===== config.mk =====
export PLATFORM = sky130hd
export DESIGN_NAME = seg_bcd_formatter_flat
export DESIGN_NICKNAME = d
export VERILOG_FILES = /design/src/rtl/seg_bcd_formatter_pkg.sv /design/src/rtl/seg_bcd_formatter_if.sv /design/src/rtl/seg_bcd_formatter_adj.sv /design/src/rtl/seg_bcd_formatter.sv /design/src/flat_wrapper.sv
export SDC_FILE = /design/constraint.sdc
export NUM_CORES = 1
export LEC_CHECK = 0
export CAP_MARGIN = 0
export CORE_MARGIN = 2
export CORE_UTILIZATION = 56
export DETAILED_ROUTE_END_ITERATION = 10
export MAX_ROUTING_LAYER = met4
export PLACE_DENSITY = 0.85
export SLEW_MARGIN = 10
export SYNTH_ARGS = -nofsm -noshare
export SYNTH_HDL_FRONTEND = slang
export SYNTH_HIERARCHICAL = 1
export SYNTH_SLANG_ARGS = --single-unit

===== constraint.sdc =====
create_clock -name clk -period 1.6 [get_ports clk]
set_clock_uncertainty 0.05 [all_clocks]
set_input_delay 0.32 -clock clk [delete_from_list [all_inputs] [get_ports clk]]
set_output_delay 0.32 -clock clk [all_outputs]
set_load 0.02 [all_outputs]

===== src/rtl/seg_bcd_formatter_pkg.sv =====
// Shared types and constants for the seven-segment value formatter.
package seg_pkg;

    typedef enum logic [1:0] {
        ST_IDLE  = 2'd0,
        ST_SHIFT = 2'd1,
        ST_DONE  = 2'd2
    } seg_state_e;

    localparam logic        MODE_HEX   = 1'b0;
    localparam logic        MODE_DEC   = 1'b1;
    localparam int unsigned SEG_DIGITS = 8;

endpackage


===== src/rtl/seg_bcd_formatter_if.sv =====
// Request/result bundle between the debug-value mux and the formatter.
interface seg_bcd_formatter_if #(
    parameter int unsigned IN_W   = 32,
    parameter int unsigned DIGITS = 8
);
    logic [IN_W-1:0]     value;
    logic                mode;
    logic                req;
    logic                ready;
    logic [4*DIGITS-1:0] display_data;
    logic                valid;
    logic                ovf;

    modport master (
        output value, mode, req,
        input  ready, display_data, valid, ovf
    );

    modport slave (
        input  value, mode, req,
        output ready, display_data, valid, ovf
    );
endinterface


===== src/rtl/seg_bcd_formatter_adj.sv =====
// Double-dabble digit correction: add 3 to any BCD digit of 5 or more.
module bcd_digit_adj (
    input  logic [3:0] digit_i,
    output logic [3:0] digit_o
);
    always_comb begin
        digit_o = digit_i;
        if (digit_i >= 4'd5) begin
            digit_o = digit_i + 4'd3;
        end
    end
endmodule


===== src/rtl/seg_bcd_formatter.sv =====
// Hex passthrough / sequential binary-to-BCD formatter feeding the segment scanner.
module seg_bcd_formatter
    import seg_pkg::*;
#(
    parameter int unsigned IN_W   = 32,
    parameter int unsigned DIGITS = SEG_DIGITS
) (
    input  logic                clk,
    input  logic                rst_n,
    seg_bcd_formatter_if.slave  bus
);
    localparam int unsigned ACC_W = 4 * (DIGITS + 2);
    localparam int unsigned CNT_W = $clog2(IN_W + 1);
    localparam int unsigned DSP_W = 4 * DIGITS;

    seg_state_e         state_q, state_d;
    logic [IN_W-1:0]    shreg_q, shreg_d;
    logic               mode_q, mode_d;
    logic [ACC_W-1:0]   acc_q, acc_d;
    logic [CNT_W-1:0]   cnt_q, cnt_d;
    logic [DSP_W-1:0]   disp_q, disp_d;
    logic               ovf_q, ovf_d;
    logic               valid_q, valid_d;
    logic [ACC_W-1:0]   acc_adj;

    for (genvar g = 0; g < int'(DIGITS + 2); g++) begin : g_adj
        bcd_digit_adj u_adj (
            .digit_i (acc_q[4*g +: 4]),
            .digit_o (acc_adj[4*g +: 4])
        );
    end

    always_ff @(posedge clk) begin
        if (!rst_n) begin
            state_q <= ST_IDLE;
            shreg_q <= '0;
            mode_q  <= MODE_HEX;
            acc_q   <= '0;
            cnt_q   <= '0;
            disp_q  <= '0;
            ovf_q   <= 1'b0;
            valid_q <= 1'b0;
        end else begin
            state_q <= state_d;
            shreg_q <= shreg_d;
            mode_q  <= mode_d;
            acc_q   <= acc_d;
            cnt_q   <= cnt_d;
            disp_q  <= disp_d;
            ovf_q   <= ovf_d;
            valid_q <= valid_d;
        end
    end

    always_comb begin
        state_d = state_q;
        shreg_d = shreg_q;
        mode_d  = mode_q;
        acc_d   = acc_q;
        cnt_d   = cnt_q;
        disp_d  = disp_q;
        ovf_d   = ovf_q;
        valid_d = 1'b0;

        unique case (state_q)
            ST_IDLE: begin
                if (bus.req) begin
                    shreg_d = bus.value;
                    mode_d  = bus.mode;
                    acc_d   = '0;
                    cnt_d   = '0;
                    state_d = (bus.mode == MODE_DEC) ? ST_SHIFT : ST_DONE;
                end
            end
            ST_SHIFT: begin
                {acc_d, shreg_d} = {acc_adj, shreg_q} << 1;
                cnt_d = cnt_q + CNT_W'(1);
                if (cnt_q == CNT_W'(IN_W - 1)) begin
                    state_d = ST_DONE;
                end
            end
            ST_DONE: begin
                // Hex mode never shifts, so the shift register still holds the raw value.
                if (mode_q == MODE_HEX) begin
                    disp_d = shreg_q[DSP_W-1:0];
                    ovf_d  = 1'b0;
                end else begin
                    disp_d = acc_q[DSP_W-1:0];
                    ovf_d  = |acc_q[ACC_W-1:DSP_W];
                end
                valid_d = 1'b1;
                state_d = ST_IDLE;
            end
            default: state_d = ST_IDLE;
        endcase
    end

    assign bus.ready        = (state_q == ST_IDLE);
    assign bus.display_data = disp_q;
    assign bus.valid        = valid_q;
    assign bus.ovf          = ovf_q;
endmodule


===== src/flat_wrapper.sv =====
// flat-port wrapper written by rule: the top's interface ports become plain ports
module seg_bcd_formatter_flat import seg_pkg::*;
#(
    parameter int unsigned IN_W   = 32,
    parameter int unsigned DIGITS = SEG_DIGITS
)
  (clk, rst_n, bus_value, bus_mode, bus_req, bus_ready, bus_display_data, bus_valid, bus_ovf);
  seg_bcd_formatter_if #(.IN_W(IN_W), .DIGITS(DIGITS)) bus_i ();
  input  logic clk;
  input  logic rst_n;
  input wire logic [$bits(bus_i.value)-1:0] bus_value;
  input wire logic [$bits(bus_i.mode)-1:0] bus_mode;
  input wire logic [$bits(bus_i.req)-1:0] bus_req;
  output wire logic [$bits(bus_i.ready)-1:0] bus_ready;
  output wire logic [$bits(bus_i.display_data)-1:0] bus_display_data;
  output wire logic [$bits(bus_i.valid)-1:0] bus_valid;
  output wire logic [$bits(bus_i.ovf)-1:0] bus_ovf;
  assign bus_i.value = bus_value;
  assign bus_i.mode = bus_mode;
  assign bus_i.req = bus_req;
  assign bus_ready = bus_i.ready;
  assign bus_display_data = bus_i.display_data;
  assign bus_valid = bus_i.valid;
  assign bus_ovf = bus_i.ovf;
  seg_bcd_formatter #(.IN_W(IN_W), .DIGITS(DIGITS)) u_core (.clk(clk), .rst_n(rst_n), .bus(bus_i));
endmodule

## Word-level counts from Yosys, hierarchy flattened

Index checks and enable logic that the tools add are counted.

- Input bits: 36
- Bits in registers: 115
- Output and inout bits: 35

- Mux-type cells: 23
- Reduce and logical (&&, ||, !) cells: 6
- Equal/unequal tests: 5
- Add/subtract/negate cells: 11
- $lt $le $gt $ge: 10

Operators by type and width:

| operator | number |
|---|---|
| $pmux 40 s2 | 1 |
| $mux 32 | 2 |
| $pmux 32 s2 | 1 |
| $ge 4x3->1 const B | 10 |
| $mux 40 | 1 |
| $add 4x2->4 const B | 9 |
| $mux 4 | 9 |
| $pmux 6 s2 | 1 |
| $reduce_or 8->1 | 1 |
| $add 6x1->6 const B | 1 |
| $eq 6x5->1 const B | 1 |
| $mux 2 | 3 |
| $mux 6 | 1 |
| $reduce_and 2->1 | 3 |
| $pmux 2 s2 | 1 |
| $add 3x2->3 const B | 1 |
| $mux 3 | 1 |
| $eq 2x1->1 const B | 1 |
| $eq 2x2->1 const B | 1 |
| $logic_not 2->1 | 1 |
| $mux 1 | 2 |
| $ne 2x1->1 const B | 1 |
| $ne 2x2->1 const B | 1 |
| $reduce_bool 2->1 | 1 |

## Longest topological paths before layout

- Depth after elaboration: 3
- Depth in mapped cells: 7
- Gate-level depth less buffers: 7

## Hierarchy

The synthesis kept the hierarchy.

By module, submodules not included:

| module | area an instance (um^2) | seq. area each (um^2) | cells an instance | instances |
|---|---|---|---|---|
| seg_bcd_formatter | 5027.3 | 2302.2 | 574 | 1 |
| bcd_digit_adj | 101.3 | 0.0 | 16 | 10 |

## Worst setup path before layout

OpenSTA, ideal clock, no wires.

- Path kind: register -> register
- Start: reg u_core.state_q[1]
- End: reg u_core.shreg_q[26]
- Setup slack: 0.186 ns
- Arrival: 1.245 ns
- Buffers on the path: 2
- Clock period less this slack: 1.414 ns
- Stages on the path, launching flop included: 6
- Path through: dfxtp_1 > or3b_1 > buf_2 > buf_6 > o221ai_1 > nor2_1

- Word-level cells in the longest chain between the ends: 3
- Elaborated cells between the ends (all ways): 6
- Those cells by class: eq/ne (2); mux (1); reduce/logical (3)

RTL lines:

| item | line | source |
|---|---|---|
| start: declaration | seg_bcd_formatter.sv:16 | `seg_state_e state_q, state_d;` |
| start signal: assignment | seg_bcd_formatter.sv:44 | `state_q <= state_d;` |
| $eq 2x1->1 / $logic_not 2->1 (equally long branches) | seg_bcd_formatter.sv:65 | `unique case (state_q)` |
| $reduce_bool 2->1 (no source line) / $ne 2x2->1 (equally long branches) | -- |  |
| $reduce_and 2->1 (no source line) | -- |  |
| end signal: assignment | seg_bcd_formatter.sv:45 | `shreg_q <= shreg_d;` |
| end: declaration | seg_bcd_formatter.sv:17 | `logic [IN_W-1:0] shreg_q, shreg_d;` |

Several ways; a longest one is shown, not always the timed one.
A chain may end at the register's enable or synchronous reset.

## Worst setup path after layout

- Start: reg u_core.state_q[0]
- End: reg u_core.cnt_q[5]

- Word-level cells in the longest chain between the ends: 3
- Elaborated cells between the ends (all ways): 6
- Those cells by class: eq/ne (2); mux (1); reduce/logical (3)

RTL lines:

| item | line | source |
|---|---|---|
| $eq 2x1->1 / $logic_not 2->1 (equally long branches) | seg_bcd_formatter.sv:65 |  |
| $reduce_bool 2->1 (no source line) / $ne 2x2->1 (equally long branches) | -- |  |
| $reduce_and 2->1 (no source line) | -- |  |
| end signal: assignment | seg_bcd_formatter.sv:48 | `cnt_q <= cnt_d;` |
| end: declaration | seg_bcd_formatter.sv:20 | `logic [CNT_W-1:0] cnt_q, cnt_d;` |

Several ways; a longest one is shown, not always the timed one.

==> flow_summary.ini <==
[cts]
clk_latency_ps = 530
cts_hold_buffers = 0
root_buffer = clkbuf_8
clk_pin_slew_worst_paths_ps = 60
clock_sinks = 115
cts_max_level = 4
cts_tree = yes
cts.path.max_buffers = 2
numCtsBuffers = 17

[global_routing]
gr-usage-all-layers_pct = 27.3
grt_pass1_wl_microns = 24800
grt_max_degree = 65
antenna_found_initial = 0
grt_pass1_vias = 5249
grt-ovfl-total = 0

[critical_path]
critPathKind = register to register
required_ps = 2010
endpoint_kind = register
crit_arrival_ps = 1980
critPathMaxStageDelay_ps = 540
worstPathCellList = buf_12, nand2b_4, or4_1, a21boi_1
crit_slowest_cell = or4_1
crit_fanout = 23
start_kind = register

[timing]
post-route-period-util_pct = 98.3
max_slew_margin_pct = 68.6
setup_violations = 0
min_period_ps = 1570
finalHoldViolations = 0
worst_pin_slew_ps = 466
fin_ws_ps = 26.8
final.setup.tns_ps = 0
timing.fmax_ghz = 0.636
slew_viol_final = 0
hold_slack_ps = 227

[placed_design]
placed_area_sq_um = 6920
place_ws_ps = -469
place.gp.congestion = 0.806
dp_hpwl_microns = 9220
port_buffers = 70

[routing]
vias = 5543
post-route-drc-count = 0
drtIter0Drc = 432
wl_microns = 15500
first_pass_iters = 4
wl_per_cell_microns = 16.5
postRouteAntennaNets = 0
viasPerCell = 5.90

[floorplan]
die_h_microns = 108
die_x_microns = 108
core_area_sq_um = 10400
io_pins = 71
start_util_pct = 58.1
die_area_sq_um = 11600
row_count = 37

[layout]
final_nets = 847
num-fill-cells = 744
drive_gt1_share_pct = 13.8
areaGrowthSynthToFinish_pct = 27.7
n_antenna_cell = 0
design_area_sq_um = 7690

[synth]
synth_nets = 787
synthCells = 730
synth_area_sq_um = 6020
avgSynthCellArea_sq_um = 8.25
yosysWarnings = 6

[outcome]
status = finished, final reports clean

[flow_run]
drv_cap = 0

[power]
pwr_density_cell_nw_per_um2 = 1050
vdd_drop_max_v = 0.000616
finalPower_w = 0.00803
p_leak_nw = 3.33

[hold_path]
hp-class = primary input to register
==> per-layer routing <==
metal	part of all wire (%)	global-route usage, %
met1	42	32.9
met2	51	45.9
met3	5.4	5.21
met4	1.5	9.25
met5	0	-
==> final timing paths <==
check               startpoint                         end  slack, ps  cells past startpoint
max          u_core/state_q[0]             u_core/cnt_q[5]         30                      4
min                      rst_n  u_core/bus.display_data[9]        230                      3
min reg2reg     u_core/bus.ovf              u_core/bus.ovf        420                      2
max reg2reg  u_core/state_q[0]             u_core/cnt_q[5]         30                      4
==> power breakdown <==
| group | switching (W) | internal [W] |
|---|---|---|
| sequential | 0.0000930 | 0.00300 |
| clock | 0.00138 | 0.00260 |
| combinational | 0.000528 | 0.000432 |
| total | 0.00200 | 0.00604 |
==> placed cells by master (no fill, tap or decap), drive strengths merged, types with 5 or more instances in the layout <==
master	n
a21boi	44
a21oi	30
a22o	19
buf	29
clkbuf	21
clkdlybuf4s15	12
clkdlybuf4s50	34
clkinv	5
dfxtp	115
dlygate4sd2	21
ha	21
inv	42
mux2i	23
nand2	117
nand2b	22
nand3	45
nor2	54
nor2b	6
o211a	32
o211ai	20
o21ai	38
o221ai	11
xnor2	10
==> registers in the layout (all words and copies together) (netlist names) <==
| name | count |
|---|---|
| u_core/acc_q | 40 |
| u_core/cnt_q | 6 |
| u_core/mode_q | 1 |
| u_core/bus.display_data | 32 |
| u_core/shreg_q | 32 |
| u_core/state_q | 2 |
| u_core/bus.ovf | 1 |
| u_core/bus.valid | 1 |
==> area by class of cell <==
| type | count | area, sq um | area share (%) |
|---|---|---|---|
| Clock buffer | 19 | 442 | 5.74 |
| Tap cell | 136 | 170 | 2.21 |
| Multi-Input combinational cell | 516 | 3390 | 44.1 |
| Sequential cell | 115 | 2330 | 30.3 |
| Inverter | 42 | 158 | 2.05 |
| Timing Repair Buffer | 98 | 1020 | 13.3 |
| Clock inverter | 13 | 183 | 2.38 |
==> critical path, delay by kind of cell, from the launching register on <==
kind	cells	cell delay (ps)
AO/OA/AOI/OAI	1	170
buffers and inverters	1	200
flip-flops	1	420
AND/OR/NAND/NOR	2	650
==> through the flow <==
| stage | cells | utilization, % |
|---|---|---|
| floorplan | 730 | - |
| global placement | 902 | 66.7 |
| detailed placement | 902 | 66.7 |
| CTS | 935 | 72.5 |
| global route | 939 | 74.1 |
| finish | 939 | 74.1 |
==> repair_timing <==
item / in CTS / in global routing
resized for setup: 45 / 56
gates cloned: 0 / 1
setup endpoints to repair: 48 / 73
pin swaps: 3 / 11
buffers inserted: 1 / 3
Note: power is estimated with default switching activity, not from simulation.
